[src/rtl/wb_retire.sv]
`default_nettype none
// ============================================================================
//  Module   : wb_retire
//  Purpose  : Writeback/retire stage between the MEM/WB register and the
//             register file. Registers the regfile write port, drops x0
//             writes, counts cycles and retired instructions, and runs an
//             exit FSM (RUN -> DRAIN -> HALT) that reports good/bad trap.
//  Options  : WB_TRACE_EN - per-instruction retire trace (simulation only)
//  Revision : 1.0 - initial release
// ============================================================================
module wb_retire #(
    parameter int XLEN           = 64,
    parameter int RF_AW          = 5,
    parameter int CNT_W          = 64,
    parameter int DRAIN_CYCLES   = 2,
    parameter int FINISH_ON_EXIT = 1
) (
    input  logic             clk,
    input  logic             rst,
    input  logic             valid_i,
    output logic             ready_o,
    input  logic             rf_wen_i,
    input  logic [RF_AW-1:0] rf_rd_i,
    input  logic [XLEN-1:0]  rf_wdata_i,
    input  logic             exit_i,
    input  logic [XLEN-1:0]  pc_i,
    input  logic [XLEN-1:0]  a0_i,
    output logic             rf_wen_o,
    output logic [RF_AW-1:0] rf_rd_o,
    output logic [XLEN-1:0]  rf_wdata_o,
    output logic             halted_o,
    output logic             good_trap_o,
    output logic [XLEN-1:0]  exit_code_o,
    output logic [XLEN-1:0]  exit_pc_o,
    output logic [CNT_W-1:0] cycle_o,
    output logic [CNT_W-1:0] instret_o
);

    // Drain counter must hold DRAIN_CYCLES; +2 keeps the width >= 1 for 0.
    localparam int              c_DW       = $clog2(DRAIN_CYCLES + 2);
    localparam logic [c_DW-1:0] c_DRAIN_LD = c_DW'(DRAIN_CYCLES);

    typedef enum logic [1:0] {
        S_RUN   = 2'd0,
        S_DRAIN = 2'd1,
        S_HALT  = 2'd2
    } state_t;

    state_t          r_state;
    state_t          w_state_nxt;
    logic [c_DW-1:0] r_drain_cnt;
    logic [c_DW-1:0] w_drain_cnt_nxt;
    logic            w_accept;
    logic            w_exit;

    assign ready_o     = (r_state == S_RUN);
    assign w_accept    = valid_i & ready_o;
    assign w_exit      = w_accept & exit_i;
    assign halted_o    = (r_state == S_HALT);
    assign good_trap_o = halted_o & (exit_code_o == '0);

    // Exit FSM next-state: drain for DRAIN_CYCLES cycles after the exit accept.
    always_comb begin
        w_state_nxt     = r_state;
        w_drain_cnt_nxt = r_drain_cnt;
        case (r_state)
            S_RUN: begin
                if (w_exit) begin
                    w_drain_cnt_nxt = c_DRAIN_LD;
                    w_state_nxt     = (DRAIN_CYCLES == 0) ? S_HALT : S_DRAIN;
                end
            end
            S_DRAIN: begin
                w_drain_cnt_nxt = r_drain_cnt - c_DW'(1);
                if (r_drain_cnt <= c_DW'(1)) begin
                    w_state_nxt = S_HALT;
                end
            end
            S_HALT:  w_state_nxt = S_HALT;
            default: w_state_nxt = S_RUN;
        endcase
    end

    // State, write port, exit latches and counters.
    always_ff @(posedge clk) begin
        if (rst) begin
            r_state     <= S_RUN;
            r_drain_cnt <= '0;
            rf_wen_o    <= 1'b0;
            rf_rd_o     <= '0;
            rf_wdata_o  <= '0;
            exit_code_o <= '0;
            exit_pc_o   <= '0;
            cycle_o     <= '0;
            instret_o   <= '0;
        end else begin
            r_state     <= w_state_nxt;
            r_drain_cnt <= w_drain_cnt_nxt;
            rf_wen_o    <= w_accept & rf_wen_i & (rf_rd_i != '0);
            if (w_accept) begin
                rf_rd_o    <= rf_rd_i;
                rf_wdata_o <= rf_wdata_i;
                instret_o  <= instret_o + CNT_W'(1);
            end
            if (w_exit) begin
                exit_pc_o   <= pc_i;
                exit_code_o <= a0_i;
            end
            if (r_state != S_HALT) begin
                cycle_o <= cycle_o + CNT_W'(1);
            end
        end
    end

`ifndef SYNTHESIS
    logic r_msg_done;

    // One-shot trap report once the FSM sits in HALT.
    always_ff @(posedge clk) begin
        if (rst) begin
            r_msg_done <= 1'b0;
        end else if (halted_o && !r_msg_done) begin
            r_msg_done <= 1'b1;
            if (exit_code_o == '0) begin
                $display("hit good trap at pc = %h", exit_pc_o);
            end else begin
                $display("hit bad trap at pc = %h", exit_pc_o);
            end
            $display("exit value = %h", exit_code_o);
            if (FINISH_ON_EXIT != 0) begin
                $finish;
            end
        end
    end
`endif

`ifdef WB_TRACE_EN
    // Retire trace: one line per accepted instruction.
    always_ff @(posedge clk) begin
        if (!rst && w_accept) begin
            if (rf_wen_i && (rf_rd_i != '0)) begin
                $display("[%0d] pc=%h rd=%0d wdata=%h%s", cycle_o, pc_i,
                         rf_rd_i, rf_wdata_i, exit_i ? " EXIT" : "");
            end else begin
                $display("[%0d] pc=%h --%s", cycle_o, pc_i,
                         exit_i ? " EXIT" : "");
            end
        end
    end
`else
    // Trace disabled: no extra logic.
`endif

endmodule
`default_nettype wire

[config.mk]
export PLATFORM = sky130hd
export DESIGN_NAME = wb_retire
export DESIGN_NICKNAME = d
export VERILOG_FILES = /design/src/rtl/wb_retire.sv
export SDC_FILE = /design/constraint.sdc
export NUM_CORES = 1
export LEC_CHECK = 0
export ABC_CLOCK_PERIOD_IN_PS = 2050
export CORE_AREA = 2 2 206 208
export DETAILED_ROUTE_END_ITERATION = 7
export DIE_AREA = 0 0 208 210
export PLACE_DENSITY = 0.65
export SLEW_MARGIN = 40
export SYNTH_ARGS = -nofsm -noshare
export SYNTH_HDL_FRONTEND = slang
export SYNTH_SLANG_ARGS = --single-unit
[constraint.sdc]
create_clock -name clk -period 2.05 [get_ports clk]
set_clock_uncertainty 0.05 [all_clocks]
set_input_delay 0.5125 -clock clk [delete_from_list [all_inputs] [get_ports clk]]
set_output_delay 0.5125 -clock clk [all_outputs]
set_load 0.01 [all_outputs]
==> results_dict.tcl <==
set metrics [dict create \
    result_of_the_run "complete, but fails checks" \
    violations "setup timing" \
    synthesis.nets 1881 \
    latest_clock_arrival_within_the_worst_skew_pair_ns 0.53 \
    place_worst_setup_slack_ns -0.5495 \
    clk_root_buffer_cell "sky130_fd_sc_hd__clkbuf_16" \
    ir_drop_uv 527.6 \
    place.detailed.hpwl_microns 39450 \
    setup.worst_path.class "flop to output pin" \
    clock_slew_seen_by_the_registers_of_the_worst_setup_and_hold_paths_ns 0.06 \
    final_max_slew_viol_count 0 \
    timing.final.crit_share_pct 126.6 \
    power_density_nw_per_um2 822.7 \
    detail_route.iter0.violations 822 \
    drive_above_1_share_pct 21.69 \
    floorplan.initialDensity_pct 32.16 \
    drtAntennaViolNets 0 \
    worst-r2r-setup-slack_ns -0.27 \
    via_count_of_the_first_global_routing_pass 14700 \
    cts_buffers 39 \
    dominant_register_cell_in_the_synthesized_netlist "sky130_fd_sc_hd__dfxtp_1" \
    n_fill_cell 3789 \
    p_total_mw 19.41 \
    fp.dieW_microns 208 \
    synth_cells 1672 \
    global_route.usage.total_pct 23.19 \
    layout.cell_area.non_filler_sq_um 23590 \
    synth_edf_count 0 \
    route.final.wire_length_microns 53380 \
    worst_hold_stages 2 \
    placement_rows 75 \
    timing.critical_path.from_type "flop" \
    grt_antenna_before_repair 1 \
    max_slew_margin_pct 60.68 \
    worst-endpoint-arrival_ns 2.03 \
    fp.dieH_microns 210 \
    dr_drc_count 0 \
    place.detailed.instances 2927 \
    ff2ff_path_depth 13 \
    async_sr_flop_fraction_pct 0 \
    utilization_after_layout_pct 56.88 \
    grt_max_degree 93 \
    period_minus_slack_ns 2.596 \
    gp_congestion 0.9070 \
    ioPinCount 531 \
    grt_first_pass_wirelength_microns 81030 \
    endpoint_kind_of_the_worst_setup_timing_path "output pin" \
    setup_viol 62 \
    grt_setup_unrepaired "yes" \
    total_die_area_sq_um 43680 \
    worst_hold_class "input pin to flop" \
    timing.critical_path.fanout_max 2 \
    area_growth_from_synthesis_to_final_layout_pct 76.88 \
    setup_tns_ns -7.624 \
    wl_cell_microns 17.65 \
    routed_via_density 5.028 \
    core-area_sq_um 41480 \
    grt_overflow 0 \
    worst_pin_slew_ns 0.5844 \
    number_of_unique_standard_cell_types_used_by_synthesis 43 \
    syn_area_sq_um 13340 \
    leakagePower_nw 10.21 \
    numPortBuffers 530 \
    final_net_count 2666 \
    tritoncts_sink_count 330 \
    vias 15210 \
    clock.fmax_ghz 0.3852 \
    ys_seq_elements 330 \
    final_cells 3024 \
    syn_area_per_cell_sq_um 7.978 \
    critical_path_required_ns 1.49 \
    cts_tree "built" \
    hold_slack_ns 0.3102 \
    timing_hold_violations_final 0 \
    detail_route.first_pass.iterations 5 \
    synthesis.yosys.warnings 0 \
    insertedDiodeCount 0 \
    cts-root-to-sink-buffers 3 \
    htree_num_levels 2 \
    synth-seq-area-share_pct 49.53 \
    cap_violations 0 \
    setup_slack_of_the_critical_path_after_layout_ns -0.5458 \
    dpl_cell_area_sq_um 21370 \
]
==> metal layers <==
layer  global-route usage, %  up-vias  routed length (microns)
li1                        -     7349                        -
met1                   28.61     7216                    21880
met2                   38.97      530                    25850
met3                   5.036      108                     3504
met4                   10.22        2                     2140
met5                       0        -                        9
==> flip-flops by register name (all words and copies together), names as in the netlist <==
register     cells
rf_wdata_o      64
r_state          2
rf_rd_o          5
exit_pc_o       64
exit_code_o     64
rf_wen_o         1
r_drain_cnt      2
instret_o       64
cycle_o         64
==> repair_timing <==
item,4_1_cts,5_1_grt
gates resized for setup,299,147
setup endpoints to repair,335,160
hold endpoints to repair,0,0
gates cloned,1,0
pin swaps,21,63
hold buffers,0,0
buffers inserted,13,16
==> power breakdown <==
part	switching, mW	internal (mW)	total, mW	leakage (nW)
combinational	2.37	2.40	4.77	6.87
sequential	0.361	7.03	7.39	2.70
clock	2.80	4.45	7.25	0.649
total	5.53	13.9	19.4	10.2
==> final timing paths <==
| check | endpoint | start |
|---|---|---|
| min | cycle_o[24] | rst |
| max | good_trap_o | exit_code_o[25] |
| min reg2reg | rf_wdata_o[14] | rf_wdata_o[14] |
| max reg2reg | cycle_o[55] | r_state[0] |
==> layout by cell type (no fill, tap or decap), drive strengths merged, types with 4 or more instances in the layout <==
cell type	netlist	layout
and4	10	10
or3	45	45
and3	21	21
nor2	86	86
dfxtp	330	330
nor4	42	42
clkbuf	84	55
a21oi	258	258
inv	18	19
and2	6	6
clkinvlp	0	5
or4	16	16
xor2	30	30
nand3	45	45
nand2	447	447
o21ai	46	46
xnor2	32	32
dlymetal6s2s	0	22
nor2b	4	4
o31ai	14	14
nand4	71	71
clkdlybuf4s50	0	291
buf	12	314
dlygate4sd2	0	213
bufinv	0	4
ha	7	7
clkinv	0	4
nor3	17	17
nand4b	5	5
or2	5	5
==> kinds of logic (layout without fill, tap and decap cells) <==
group,after synthesis,after routing,synth area share [%]
xor gates and xnor gates,62,62,4.071
AOI/OAI and AO/OA,323,323,12.52
buffers and inverters,114,927,3.264
adders and majority gates,7,7,0.6566
DFF,330,330,49.53
muxes,6,6,0.4784
and+or+nand+nor,830,830,29.48
==> Yosys cell counts (all sizes together), types with 6 or more instances <==
master,number,area share [%]
nor3,17,0.68
inv,18,0.51
or4,16,0.90
nor2,86,2.4
and4,10,0.66
nor4,42,2.4
o21ai,46,1.7
a21oi,258,9.7
and3,21,0.98
buf,12,0.39
clkbuf,84,2.4
dfxtp,330,50
xnor2,32,2.1
ha,7,0.66
nand3,45,1.7
or3,45,2.1
nand2,447,13
nand4,71,3.4
xor2,30,2.0
o31ai,14,0.79
and2,6,0.28
==> critical path, cell delays in order, from the launching register on <==
cell,delay [ns]
sky130_fd_sc_hd__dfxtp_1,0.31
sky130_fd_sc_hd__nor4_1,0.55
sky130_fd_sc_hd__buf_4,0.21
sky130_fd_sc_hd__nand3_1,0.11
sky130_fd_sc_hd__nor4_4,0.14
sky130_fd_sc_hd__buf_2,0.18
==> area by class of cell <==
| cell class | count | area (sq um) | share of cell area (%) |
|---|---|---|---|
| multi-input combinational | 1228 | 7048 | 29.87 |
| timing repair buffer | 840 | 7795 | 33.04 |
| clock inverter | 14 | 192.7 | 0.8167 |
| tap | 539 | 674.4 | 2.858 |
| clock buffer | 55 | 1159 | 4.911 |
| inverter | 18 | 72.57 | 0.3076 |
| sequential | 330 | 6653 | 28.20 |
Power figures use the tool's default switching activity.
